### src/rtl/gray_pkg.sv
// Shared constants and helpers for the pipelined binary/Gray converter.
// The conversion functions operate on zero-extended 64-bit words.
package gray_pkg;

  localparam logic MODE_B2G = 1'b0;
  localparam logic MODE_G2B = 1'b1;
  localparam int   MAX_W    = 64;

  // Bits resolved per stage of the Gray->binary prefix chain.
  function automatic int gray_chunk(input int width, input int stages);
    return (width + stages - 1) / stages;
  endfunction

  function automatic logic [MAX_W-1:0] bin2gray(input logic [MAX_W-1:0] b);
    return b ^ (b >> 1);
  endfunction

  function automatic logic [MAX_W-1:0] gray2bin(input logic [MAX_W-1:0] g);
    logic [MAX_W-1:0] b;
    b[MAX_W-1] = g[MAX_W-1];
    for (int i = MAX_W-2; i >= 0; i--) b[i] = b[i+1] ^ g[i];
    return b;
  endfunction

endpackage

### src/rtl/gray_codec_stage.sv
// One elastic register slice: resolves Gray bits [HI:LO] (or does the whole
// binary->Gray step when FIRST) and holds its beat until downstream takes it.
module gray_codec_stage
  import gray_pkg::*;
#(
  parameter int WIDTH = 8,
  parameter int HI    = 7,
  parameter int LO    = 4,
  parameter bit FIRST = 1'b1
) (
  input  logic             clk_i,
  input  logic             rst_ni,
  input  logic             valid_i,
  output logic             ready_o,
  input  logic             mode_i,
  input  logic [WIDTH-1:0] data_i,
  input  logic             carry_i,
  output logic             valid_o,
  input  logic             ready_i,
  output logic             mode_o,
  output logic [WIDTH-1:0] data_o
);

  logic             valid_q, valid_d;
  logic             mode_q, mode_d;
  logic [WIDTH-1:0] data_q, data_d;
  logic [WIDTH-1:0] conv;
  logic             chain;
  logic             load;

  // HI < 0 marks a stage left with an empty slice; it only passes data on.
  always_comb begin
    conv  = data_i;
    chain = carry_i;
    if (mode_i == MODE_G2B) begin
      for (int i = WIDTH-1; i >= 0; i--) begin
        if (i <= HI && i >= LO) begin
          conv[i] = chain ^ data_i[i];
          chain   = conv[i];
        end
      end
    end else if (FIRST) begin
      conv = data_i ^ (data_i >> 1);
    end
  end

  assign load    = !valid_q || ready_i;
  assign ready_o = load;

  always_comb begin
    valid_d = valid_q;
    mode_d  = mode_q;
    data_d  = data_q;
    if (load) begin
      valid_d = valid_i;
      if (valid_i) begin
        mode_d = mode_i;
        data_d = conv;
      end
    end
  end

  always_ff @(posedge clk_i) begin
    if (!rst_ni) begin
      valid_q <= 1'b0;
      mode_q  <= 1'b0;
      data_q  <= '0;
    end else begin
      valid_q <= valid_d;
      mode_q  <= mode_d;
      data_q  <= data_d;
    end
  end

  assign valid_o = valid_q;
  assign mode_o  = mode_q;
  assign data_o  = data_q;

endmodule

### src/rtl/gray_codec_pipe.sv
// Pipelined binary<->Gray converter with per-beat mode and valid/ready flow
// control; the Gray->binary chain is split across STAGES register slices.
module gray_codec_pipe
  import gray_pkg::*;
#(
  parameter int WIDTH  = 8,
  parameter int STAGES = 2
) (
  input  logic             clk_i,
  input  logic             rst_ni,
  input  logic             valid_i,
  output logic             ready_o,
  input  logic             mode_i,
  input  logic [WIDTH-1:0] data_i,
  output logic             valid_o,
  input  logic             ready_i,
  output logic             mode_o,
  output logic [WIDTH-1:0] data_o
);

  localparam int C = gray_chunk(WIDTH, STAGES);

  logic [STAGES:0]            vld_pipe;
  logic [STAGES:0]            rdy_pipe;
  logic [STAGES:0]            mode_pipe;
  logic [STAGES:0][WIDTH-1:0] data_pipe;

  assign vld_pipe[0]      = valid_i;
  assign mode_pipe[0]     = mode_i;
  assign data_pipe[0]     = data_i;
  assign rdy_pipe[STAGES] = ready_i;

  for (genvar k = 0; k < STAGES; k++) begin : g_stage
    localparam int HI_RAW = WIDTH - 1 - k * C;
    localparam int LO_RAW = WIDTH - (k + 1) * C;
    localparam int LO     = (LO_RAW < 0) ? 0 : LO_RAW;

    logic carry;
    // Carry-in is the binary bit just above this slice, already resolved upstream.
    if (HI_RAW >= WIDTH - 1 || HI_RAW < 0) begin : g_nocarry
      assign carry = 1'b0;
    end else begin : g_carry
      assign carry = data_pipe[k][HI_RAW+1];
    end

    gray_codec_stage #(
      .WIDTH (WIDTH),
      .HI    (HI_RAW),
      .LO    (LO),
      .FIRST (k == 0)
    ) u_stage (
      .clk_i   (clk_i),
      .rst_ni  (rst_ni),
      .valid_i (vld_pipe[k]),
      .ready_o (rdy_pipe[k]),
      .mode_i  (mode_pipe[k]),
      .data_i  (data_pipe[k]),
      .carry_i (carry),
      .valid_o (vld_pipe[k+1]),
      .ready_i (rdy_pipe[k+1]),
      .mode_o  (mode_pipe[k+1]),
      .data_o  (data_pipe[k+1])
    );
  end

  assign ready_o = rst_ni && rdy_pipe[0];
  assign valid_o = vld_pipe[STAGES];
  assign mode_o  = mode_pipe[STAGES];
  assign data_o  = data_pipe[STAGES];

endmodule

### config.mk
export PLATFORM = sky130hd
export DESIGN_NAME = gray_codec_pipe
export DESIGN_NICKNAME = d
export VERILOG_FILES = /design/src/rtl/gray_pkg.sv /design/src/rtl/gray_codec_stage.sv /design/src/rtl/gray_codec_pipe.sv
export SDC_FILE = /design/constraint.sdc
export NUM_CORES = 1
export LEC_CHECK = 0
export ABC_AREA = 1
export BUFFER_PORTS_ARGS = -buffer_cell sky130_fd_sc_hd__buf_2
export CAP_MARGIN = 20
export CORE_MARGIN = 2
export CORE_UTILIZATION = 46
export CTS_CLUSTER_DIAMETER = 150
export DETAILED_ROUTE_END_ITERATION = 7
export GPL_TIMING_DRIVEN = 0
export PLACE_DENSITY = 0.73
export SLEW_MARGIN = 20
export SYNTH_ARGS = -nofsm -noshare
export SYNTH_HDL_FRONTEND = slang
export SYNTH_SLANG_ARGS = --single-unit
### constraint.sdc
create_clock -name clk_i -period 1.2 [get_ports clk_i]
set_clock_uncertainty 0.15 [all_clocks]
set_input_delay 0.24 -clock clk_i [delete_from_list [all_inputs] [get_ports clk_i]]
set_output_delay 0.24 -clock clk_i [all_outputs]
set_load 0.03 [all_outputs]
==> metrics.txt <==
outcome=finished with violations; failing checks=setup timing; Slew Viols, Final=0; Die Height=50.8 um; Layout fillers=192; Final Cell Area=1340 um^2; All-Layer GR Usage=19.3%; Max Fclk=722 MHz; # H-tree levels=1; share of layout cells above drive strength 1=45.0%; DRC=0; IO Pins=24; # rows=16; EDFF count, synth=0; worst-skew pair later-pin latency=0.30 ns; CTS tree=built; switching power=0.449 mW; vias in the first global route=927; Netlist cell types=22; Worst path slowest cell=dfxtp_4; Clock Tree Buf Depth=2; initial antenna violation count=0; CP arrival=0.99 ns; sequential area share after synthesis=39.8%; Cell Pwr Density=1080 nW/um^2; P&R area growth vs syn=32.5%; Synth Register Bits=20; internal power=0.997 mW; Worst Hold Class=in2reg; CP Class=reg2out; Reg clk slew, reported paths=0.11 ns; Cell Area, Synth=1010 um^2; worst vdd ir=0.626 mV; largest fanout on the critical path=3; final hold viol count=0; most frequent cell after synthesis=nand2_1; I/O Buffers=23; DRT Wirelength=2110 um; area leader, netlist=dfxtp_1; Synth top cells by count=nand2_1 (22), dfxtp_1 (20), a21oi_1 (14); ys async rst share=0%; Post-Syn Instances=134; Synthesis Warnings=0; CP Launch Type=flip-flop; RSZ-0062 raised after global routing=yes; DP HPWL=1520 um; setup ws final=-0.185 ns; Top FF cell, synth=dfxtp_1; Synth area leaders=dfxtp_1 (40%), nand2_1 (8.2%), a21oi_1 (7.0%); Fin Hold WS=0.0771 ns; root buf cell=clkbuf_4; sw frac=31.1%; first-pass GRT wire length=3810 um; drt first pass iters=4; Required @ worst endpoint=0.81 ns; clock buffer count from CTS=3; Yosys top cell area share=39.8%; vias per std cell=5.10; DR iter-0 viols=13; Die X=50.8 um; Die ar.=2580 um^2; critical-path cell list=nand3_4, nand2_2, inv_2, buf_6; Avg WL per Cell=11.3 um; Reg power frac=52.0%; Area after DPL=1160 um^2; GPL Wtd Cong=0.902; clock sinks=20; endpoints failing setup=10; worst slew pin tran=0.197 ns; CP peak stage delay=0.39 ns; P_leak=0.590 nW; Crit. End Element=primary output; Total Nets Final=174; antenna cells=0; post-route ant nets=0; Comb pwr share=25.2%; clock group share of total power=22.8%; minimum clock period=1.38 ns; grt ovf=0; MaxCap Viol Count=0; Post-Syn Area per Cell=7.52 um^2; fin crit share=115%; Initial Utilization=49.8%; routed vias=954; Syn Nets=147; largest net degree at the start of global routing=12; core area=2020 um^2; normalized max-slew margin=86.8%
-- cells by family after synthesis --
group                  after synthesis  share of synthesized area [%]
AND/OR/NAND/NOR                     54                           26.1
AO/OA/AOI/OAI                       32                           17.1
XOR/XNOR                             5                           4.35
buffers and inverters               23                           12.7
flip-flops                          20                           39.8
-- critical path: cells and delay by family (launching register included) --
kind / cells / cell delay (ns)
buf+inv: 2 / 0.16
flops: 1 / 0.39
simple gates: 2 / 0.15
-- routing by layer --
metal  wire length (um)  up-vias  track usage [%]
li1                   -      490                -
met1                861      422             21.5
met2               1090       38             36.0
met3                117        4             2.38
met4                 37        0             9.46
met5                  0        -                0
-- flip-flops by register name, summed over array words and instances, names as in the netlist --
register / flops
g_stage.u_stage.mode_o: 2
g_stage.u_stage.valid_o: 2
g_stage.u_stage.data_o: 16
-- per-stage QoR --
| step | instances | setup TNS [ns] | setup WS (ns) | util (%) | power (mW) |
|---|---|---|---|---|---|
| after floorplan | 134 | 0 | 0.00714 | - | 0.981 |
| after global placement | 184 | -0.396 | -0.109 | 57.4 | 1.06 |
| after detailed placement | 184 | -0.513 | -0.131 | 57.4 | 1.07 |
| after CTS | 185 | -0.556 | -0.203 | 63.0 | 1.44 |
| after global routing | 187 | -1.64 | -0.227 | 66.0 | 1.53 |
| final | 187 | -0.669 | -0.185 | 66.0 | 1.45 |
-- worst paths after layout --
| path | startpoint | endpoint | slack (ns) | cells past startpoint |
|---|---|---|---|---|
| setup / recovery | g_stage[1].u_stage.valid_o | ready_o | -0.18 | 4 |
| hold / removal | rst_ni | g_stage[0].u_stage.data_o[0] | 0.08 | 3 |
| setup reg to reg | g_stage[1].u_stage.valid_o | g_stage[0].u_stage.data_o[4] | -0.11 | 8 |
| hold reg to reg | g_stage[1].u_stage.data_o[5] | g_stage[1].u_stage.data_o[5] | 0.35 | 2 |
-- cells in the final DEF (no fill, tap or decap) --
master    count
o21ai_0       4
inv_2         3
inv_8         1
o211a_1       1
nor2_4        1
nor2_2        2
buf_6        14
clkbuf_1      1
nand3_4       1
clkbuf_4      3
dfxtp_4       3
nand2_1      21
nand2_8       1
nand3b_1      1
o21ai_1       8
nand3_2       3
nand2_2       4
buf_2        13
a31oi_1       3
dfxtp_1       6
nor2_1        8
nand3_1      11
dfxtp_2      11
inv_4         1
inv_1         8
a21oi_2       3
a21oi_1      11
xor2_1        5
o21ai_2       2
nand2_4       1
buf_4         5
-- power by group through the flow --
stage	clock network (mW)	registers, mW	logic, mW
detailed placement	0	0.756	0.312
floorplan	0	0.758	0.222
global route	0.363	0.759	0.404
global placement	0	0.755	0.303
finish	0.330	0.752	0.365
CTS	0.347	0.751	0.339
-- cell type report --
type,instances,area (um^2),area share [%]
plain buffers,2,16.3,1.22
clock buffers,4,26.3,1.97
repair buffers,30,244,18.3
multi-input cells,91,531,39.7
inverters,13,58.8,4.40
flip-flops and latches,20,425,31.9
well taps,27,33.8,2.53
-- what timing repair did --
| item | CTS | global route |
|---|---|---|
| cloned | 1 | 0 |
| resized for setup | 40 | 22 |
| pin swaps | 3 | 0 |
| endpoints found under the setup margin | 20 | 20 |
| hold buffers | 0 | 0 |
| buffers inserted | 4 | 2 |
Power figures use the tool's default switching activity.
